===== src/rtl/reorder_buffer.sv =====
// Reorder buffer: in-order allocation, out-of-order writeback, in-order commit of the head entry.
// Latency: writeback visible at commit outputs one cycle later; alloc-to-offer is at least two cycles.
// Backpressure: alloc_ready_out drops when full (even if a pop coincides); the head waits for ack_from_commit.
module reorder_buffer #(
    parameter int DEPTH = 16,
    localparam int PTR_W = $clog2(DEPTH),
    localparam int CNT_W = PTR_W + 1
) (
    input  logic             clk_in,
    input  logic             rst_in,

    input  logic             alloc_valid_in,
    input  logic [4:0]       alloc_regfile_pos_in,
    input  logic [2:0]       alloc_type_in,
    output logic             alloc_ready_out,
    output logic [PTR_W-1:0] alloc_rob_pos_out,

    input  logic             wb_valid_in,
    input  logic [PTR_W-1:0] wb_rob_pos_in,
    input  logic [31:0]      wb_data_in,
    input  logic             wb_jump_in,
    input  logic [31:0]      wb_jump_addr_in,

    output logic             transmit_to_commit,
    output logic [4:0]       regfile_pos_to_commit,
    output logic [PTR_W-1:0] rob_pos_to_commit,
    output logic [31:0]      data_to_commit,
    output logic [31:0]      jump_addr_to_commit,
    output logic [2:0]       type_to_commit,
    output logic             jump_to_commit,
    input  logic             ack_from_commit,
    input  logic             flush_from_commit,

    output logic             full_out,
    output logic             empty_out,
    output logic [CNT_W-1:0] count_out
);

    localparam logic [CNT_W-1:0] FULL_CNT = CNT_W'(DEPTH);

    // Per-entry storage
    logic             busy_q      [DEPTH];
    logic             ready_q     [DEPTH];
    logic [4:0]       regpos_q    [DEPTH];
    logic [2:0]       type_q      [DEPTH];
    logic [31:0]      data_q      [DEPTH];
    logic             jump_q      [DEPTH];
    logic [31:0]      jaddr_q     [DEPTH];

    logic [PTR_W-1:0] head_q, head_d;
    logic [PTR_W-1:0] tail_q, tail_d;
    logic [CNT_W-1:0] count_q, count_d;

    logic do_alloc, do_pop, do_wb;

    // Status and commit offer, derived only from registered state
    always_comb begin
        full_out           = (count_q == FULL_CNT);
        empty_out          = (count_q == '0);
        alloc_ready_out    = !full_out;
        alloc_rob_pos_out  = tail_q;
        count_out          = count_q;
        transmit_to_commit = !empty_out && ready_q[head_q];

        regfile_pos_to_commit = '0;
        rob_pos_to_commit     = '0;
        data_to_commit        = '0;
        jump_addr_to_commit   = '0;
        type_to_commit        = '0;
        jump_to_commit        = 1'b0;
        if (transmit_to_commit) begin
            regfile_pos_to_commit = regpos_q[head_q];
            rob_pos_to_commit     = head_q;
            data_to_commit        = data_q[head_q];
            jump_addr_to_commit   = jaddr_q[head_q];
            type_to_commit        = type_q[head_q];
            jump_to_commit        = jump_q[head_q];
        end
    end

    // Event decode and pointer/count next state; flush suppresses every other event
    always_comb begin
        do_alloc = alloc_valid_in && !full_out && !flush_from_commit;
        do_pop   = transmit_to_commit && ack_from_commit && !flush_from_commit;
        do_wb    = wb_valid_in && busy_q[wb_rob_pos_in] && !flush_from_commit;

        head_d  = do_pop   ? head_q + PTR_W'(1) : head_q;
        tail_d  = do_alloc ? tail_q + PTR_W'(1) : tail_q;
        count_d = count_q;
        if (do_alloc && !do_pop)
            count_d = count_q + CNT_W'(1);
        else if (do_pop && !do_alloc)
            count_d = count_q - CNT_W'(1);

        if (flush_from_commit) begin
            head_d  = '0;
            tail_d  = '0;
            count_d = '0;
        end
    end

    // Head, tail and occupancy registers
    always_ff @(posedge clk_in or negedge rst_in) begin
        if (!rst_in) begin
            head_q  <= '0;
            tail_q  <= '0;
            count_q <= '0;
        end else begin
            head_q  <= head_d;
            tail_q  <= tail_d;
            count_q <= count_d;
        end
    end

    // Entry updates: writeback, then pop clear, then allocation (tail is never busy when alloc is allowed)
    always_ff @(posedge clk_in or negedge rst_in) begin
        if (!rst_in) begin
            for (int i = 0; i < DEPTH; i++) begin
                busy_q[i]   <= 1'b0;
                ready_q[i]  <= 1'b0;
                regpos_q[i] <= '0;
                type_q[i]   <= '0;
                data_q[i]   <= '0;
                jump_q[i]   <= 1'b0;
                jaddr_q[i]  <= '0;
            end
        end else if (flush_from_commit) begin
            for (int i = 0; i < DEPTH; i++) begin
                busy_q[i]  <= 1'b0;
                ready_q[i] <= 1'b0;
            end
        end else begin
            if (do_wb) begin
                ready_q[wb_rob_pos_in] <= 1'b1;
                data_q[wb_rob_pos_in]  <= wb_data_in;
                jump_q[wb_rob_pos_in]  <= wb_jump_in;
                jaddr_q[wb_rob_pos_in] <= wb_jump_addr_in;
            end
            if (do_pop) begin
                busy_q[head_q]  <= 1'b0;
                ready_q[head_q] <= 1'b0;
            end
            if (do_alloc) begin
                busy_q[tail_q]   <= 1'b1;
                ready_q[tail_q]  <= 1'b0;
                regpos_q[tail_q] <= alloc_regfile_pos_in;
                type_q[tail_q]   <= alloc_type_in;
                data_q[tail_q]   <= '0;
                jump_q[tail_q]   <= 1'b0;
                jaddr_q[tail_q]  <= '0;
            end
        end
    end

endmodule


===== config.mk =====
export PLATFORM = sky130hd
export DESIGN_NAME = reorder_buffer
export DESIGN_NICKNAME = d
export VERILOG_FILES = /design/src/rtl/reorder_buffer.sv
export SDC_FILE = /design/constraint.sdc
export NUM_CORES = 2
export LEC_CHECK = 0
export ABC_CLOCK_PERIOD_IN_PS = 2800
export BUFFER_PORTS_ARGS = -buffer_cell sky130_fd_sc_hd__buf_4
export CELL_PAD_IN_SITES_DETAIL_PLACEMENT = 1
export CELL_PAD_IN_SITES_GLOBAL_PLACEMENT = 1
export CORE_MARGIN = 2
export CORE_UTILIZATION = 45
export DETAILED_ROUTE_END_ITERATION = 6
export PLACE_DENSITY_LB_ADDON = 0.1
export RECOVER_POWER = 100
export SLEW_MARGIN = 15
export SYNTH_ARGS = -nofsm -noshare
export SYNTH_HDL_FRONTEND = slang
export SYNTH_SLANG_ARGS = --single-unit

===== constraint.sdc =====
create_clock -name clk_in -period 2.8 [get_ports clk_in]
set_input_delay 0.14 -clock clk_in [delete_from_list [all_inputs] [get_ports clk_in]]
set_output_delay 0.14 -clock clk_in [all_outputs]
set_load 0.01 [all_outputs]

Word level (Yosys, flattened, before mapping)
Cells that the tools add are included.
{"block": "totals", "ff_bits": 1213, "in_bits": 83, "output_inout_bits": 90, "wordCells": 235}
{"block": "classes", "n_addsub": 4, "order_cmp": 6, "n_eq_ne": 1, "muxes": 72, "n_bitwise": 15, "n_reduce_logical": 22}
{"operator": "two-way mux 512 bit", "count": 6}
{"operator": "AND 512 bit", "count": 2}
{"operator": "bitwise mux 512 bit", "count": 2}
{"operator": "NOT 512 bit", "count": 1}
{"operator": "binary-select mux 32 bit (select 4 bit)", "count": 2}
{"operator": "demux 32 bit (select 4 bit)", "count": 2}
{"operator": "two-way mux 32 bit", "count": 8}
{"operator": "two-way mux 16 bit", "count": 13}
{"operator": "bitwise mux 80 bit", "count": 1}
{"operator": "AND 16 bit", "count": 4}
{"operator": "bitwise mux 48 bit", "count": 1}
{"operator": "two-way mux 5 bit", "count": 7}
{"operator": "NOT 16 bit", "count": 2}
{"operator": "OR 16 bit", "count": 2}
{"operator": "binary-select mux 5 bit (select 4 bit)", "count": 1}
{"operator": "demux 5 bit (select 4 bit)", "count": 1}
{"operator": "two-way mux 4 bit", "count": 5}
{"operator": "bitwise mux 16 bit", "count": 1}
{"operator": ">= comparator 5 bit (second input constant)", "count": 3}
{"operator": "less-than comparator 5 x 1 -> 1 bit (second input constant)", "count": 3}
{"operator": "NOT 4 -> 5 bit", "count": 3}
{"operator": "binary-select mux 1 bit (select 4 bit)", "count": 3}
{"operator": "binary-select mux 3 bit (select 4 bit)", "count": 1}
{"operator": "demux 1 bit (select 4 bit)", "count": 3}
{"operator": "other kinds (14)", "count": 43}

Longest topological paths before layout
{"block": "logic_depth", "word_depth": 14, "mapped_depth": 13}

Worst setup path before layout
No wires, ideal clock.
{"block": "synth_timing", "kind": "register to register", "startpoint": "register count_q[1] (netlist: count_out[1])", "endpoint": "register count_q[4] (netlist: count_out[4])", "setup_ns": 0.128, "t_arrival_ns": 2.975, "t_required_ns": 2.672, "path_slack_ns": -0.302, "stages_incl_launch_ff": 12, "n_path_buf": 1, "cell_sequence": "dfrtp_1 nor4_2 a21boi_1 and4b_1 clkbuf_1 nor3_4 nand2_1 fa_1 a21o_1 a21oi_1 mux2i_1 mux2_1"}
{"block": "synth_between", "elab_chain_cells": 9, "word_cells_on_any_way": 19, "cone_classes": "add/sub: 2; eq/ne: 1; mux: 3; reduce/logical: 13"}
{"element": "from (decl)", "line": "52", "source": "logic [CNT_W-1:0] count_q, count_d;"}
{"element": "from (signal assigned)", "line": "111", "source": "count_q <= count_d;"}
{"element": "parallel branches: the longest is 9 deep, another holds subtractor 5 x 1 -> 5 bit"}
Several ways; the timed one is not identified. The select of a mux whose other input is x is not followed.
A chain may end at the register's enable or synchronous reset.

Worst setup path in the final report
{"block": "layout_timing", "startpoint": "register head_q[0]", "endpoint": "output port jump_addr_to_commit[31]"}
{"block": "layout_between", "elab_chain_cells": 6, "word_cells_on_any_way": 9, "cone_classes": "mux: 7; bitwise: 1; reduce/logical: 1"}
{"element": "from (decl)", "line": "50", "source": "logic [PTR_W-1:0] head_q, head_d;"}
{"element": "from (signal assigned)", "line": "105", "source": "head_q <= '0;"}
{"element": "from (signal assigned)", "line": "109", "source": "head_q <= head_d;"}
{"element": "NOT 4 -> 5 bit (not written as such) *", "line": "63, 75"}
{"element": "binary-select mux 1 bit (select 4 bit)", "line": "63", "source": "transmit_to_commit = !empty_out && ready_q[head_q];"}
{"element": "two-way mux 1 bit (not written as such) (2 in series)", "line": "63"}
{"element": "logical AND 1 bit", "line": "63"}
{"element": "two-way mux 32 bit *", "line": "71", "source": "if (transmit_to_commit) begin"}
{"element": "to (decl)", "line": "28", "source": "output logic [31:0] jump_addr_to_commit,"}
Mark *: on every way between the ends. The rest lies on a longest branch, timed or not. The select of a mux whose other input is x is not followed.

==> impl_metrics.ini <==
[cells_and_area]
layout_commonest_cell = nand2_1
n_fill_cell = 13500
drive_gt1_share_pct = 23.6
nets = 6160
area_delta_synth_final_pct = 23.8
stdcell_count = 7891
final_cell_mix = nand2_1 (2096), dfrtp_1 (1209), a21oi_1 (1054)
num_antenna_cells = 0
utilization_pct = 56.3

[timing]
setup_slack_ps = -586
finalSetupViolations = 1010
fin_crit_sh_pct = 121
fin_worst_skew_ps = 28.4
fin_crit_ps = 3390
max_slew.worst_pin.slew_ps = 2800
max_slew_margin_pct = -86.9
rsz0062_at_grt = true
max_clock_freq_ghz = 0.295
timing.final.hold_violations = 0
slew_violations = 49

[yosys]
synthesis.nets = 5905
syn_area_sq_um = 58200
yosysTopAreaCell = dfrtp_1
yosysSeqAreaShare_pct = 52.2
yosys.area.top_type_share_pct = 52.2
syn_avg_cell_area_sq_um = 10.0
synth_area_leaders = dfrtp_1 (52%), mux4_2 (14%), nand2_1 (14%), a21oi_1 (9.1%), mux2_2 (1.9%)
synth_cells = 5809
ys_ff_latch = 1213
synth-async-reset-ratio_pct = 100
synth_enable_flop_cells = 0
synth_flop_cell = dfrtp_1
synth_cell_types = 56
yosys_warnings = 0

[worst_setup_path]
crit_family = buffers and inverters
cp.arrival_ps = 3250
path_buf_inv = 6
critPathKind = reg -> out
crit_path_start_kind = register
crit_fanout = 7
end_kind = output port
cp_slowest_cell = mux4_2
rr_startpoint = head_q[1]$_DFFE_PN0P_
crit_required_ps = 2660
slowest_delay_ps = 570
path_cells = buf_12, buf_16, buf_16, clkbuf_16, buf_12, mux4_2, mux4_2, nor2b_4, buf_6
cp-startpoint = head_q[0]$_DFFE_PN0P_

[global_route]
grt_pass1_wl_um = 371000
track_usage_pct = 38.8
grt_antenna_before_repair = 1
grt_max_degree = 85
grt_overflow = 0
grt_pass1_vias = 53600

[die]
core_area_sq_um = 128000
dieWidth_um = 364
start_util_pct = 45.5
boundaryPins = 173
die_h_um = 364
num_rows = 131
die-area_sq_um = 132000

[place]
post-place-cells = 7451
portBuffers = 172
dp_hpwl_um = 138000
place.gp.congestion = 0.840
place_ws_ps = -149

[routing]
routed_wl_um = 256000
wl_per_cell_um = 32.4
ant_nets = 0
initialDrtViolationCount = 5136
viasPerCell = 6.36
vias = 50200
dr.pass1.iters = 5
drc = 0

[clocking]
clock-sinks = 1213
clk_latency_ps = 800
cts.reportedPaths.clkPinSlew_ps = 60
cts_made_buffers = 138
cts_tree = built
clockBufferDepth = 3
cts_max_level = 4
clockRootBuffer = clkbuf_16

[outcome]
status = finished with violations
violations = max-capacitance violations, max-slew violations, negative setup slack

[power_and_ir_drop]
peakVddDrop_mv = 0.546
finalPower_mw = 39.2
p_leak_nw = 30.5
p_per_area_nw_per_um2 = 544

[hold_path]
hp-class = in -> reg
min_from = wb_valid_in

[run]
maxCapViolations = 1
power by group:
group,leakage [nW],internal (mW),total (mW),switching [mW]
combinational,11.3,0.829,2.23,1.40
clock,2.29,11.2,18.9,7.76
sequential,16.9,17.8,18.0,0.183
total,30.5,29.8,39.2,9.35
worst reg2reg max path, delay by kind of cell, from the launching register on:
kind | cells | cell delay, ps
and+or+nand+nor | 3 | 450
adders and majority gates | 1 | 370
DFF | 1 | 520
muxes | 3 | 800
buffers and inverters | 3 | 430
AOI/OAI and AO/OA | 3 | 470
metrics by stage:
| step | TNS (ps) | cell area (sq um) | hold WS, ps |
|---|---|---|---|
| after global placement | -343 | 63600 | 169 |
| after detailed placement | -626 | 63600 | 175 |
| final | -140090 | 72100 | 84.0 |
| after CTS | -40900 | 72100 | 18.6 |
| after floorplan | -148 | 58200 | -156 |
| after global routing | -278840 | 72100 | 110 |
kinds of logic after synthesis:
family                     after synthesis  share of synthesized area (%)
and+or+nand+nor                       2353                           16.1
DFF                                   1213                           52.2
AOI/OAI and AO/OA                     1106                           9.88
buffers and inverters                  610                           4.52
muxes                                  506                           16.9
adders and majority gates               13                          0.292
xor gates and xnor gates                 8                          0.120
state kept, by name (all words and copies together), names as in the netlist, 5 cells and up:
register / flops
jump_q: 16
busy_q: 16
data_q: 512
regpos_q: 80
count_out: 5
jaddr_q: 512
type_q: 48
ready_q: 16
per-layer routing:
layer  part of all wire [%]  vias up  track usage, %
li1                       -    20100               -
met1                     38    26700            49.8
met2                     48     2657            62.6
met3                    8.7      761            7.68
met4                    5.7        2            20.4
met5                 0.0051        -               0
synth_stat cells, types with 3 or more instances:
library cell and instances:
ha_1 12, inv_1 8, mux2_1 34, and2_1 3, mux2i_1 6, xnor2_1 4, mux4_2 369, nand3_1 8
buf_4 9, clkbuf_1 276, mux2_2 96, or2_2 14, nand2_1 2096, xor2_1 4, dfrtp_1 1213, nand2b_1 4
and3_1 3, buf_1 97, buf_2 213, a21oi_1 1056, buf_6 4, a21o_1 18, nor2b_1 140, o22ai_1 4
nor2_1 58, o221a_2 11, nand4_1 4, nand3b_1 3, a31oi_1 4, nor3_1 7
worst paths after layout:
kind                                                  to  slack, ps  cells after the start
worst max-delay path             jump_addr_to_commit[31]       -590                      9
worst min-delay path             data_q[386]$_DFFE_PN0N_         80                      5
worst max register to register  count_out[4]$_DFFE_PN0P_       -360                     13
worst min register to register      busy_q[14]$_DFF_PN0_        480                      1
max in group asynchronous       regpos_q[12]$_DFFE_PN0P_       -250                      5
min in group asynchronous        data_q[136]$_DFFE_PN0N_       1320                      3
final cells by class:
type | instances | area [sq um] | area share [%]
flip-flops and latches | 1213 | 30400 | 42.1
multi-input cells | 3987 | 26100 | 36.2
repair buffers | 714 | 8740 | 12.1
clock buffers | 208 | 4250 | 5.89
well taps | 1729 | 2160 | 3.00
clock inverters | 30 | 412 | 0.571
inverters | 10 | 47.5 | 0.0660
timing repair:
| item | 4_1_cts | 5_1_grt |
|---|---|---|
| gates cloned | 49 | 9 |
| buffers inserted | 58 | 25 |
| endpoints found under the setup margin | 81 | 81 |
| pin swaps | 7 | 14 |
| resized for setup | 246 | 113 |
| hold endpoints to repair | 2212 | 0 |
| hold buffers | 78 | 0 |
Power figures use the tool's default switching activity.
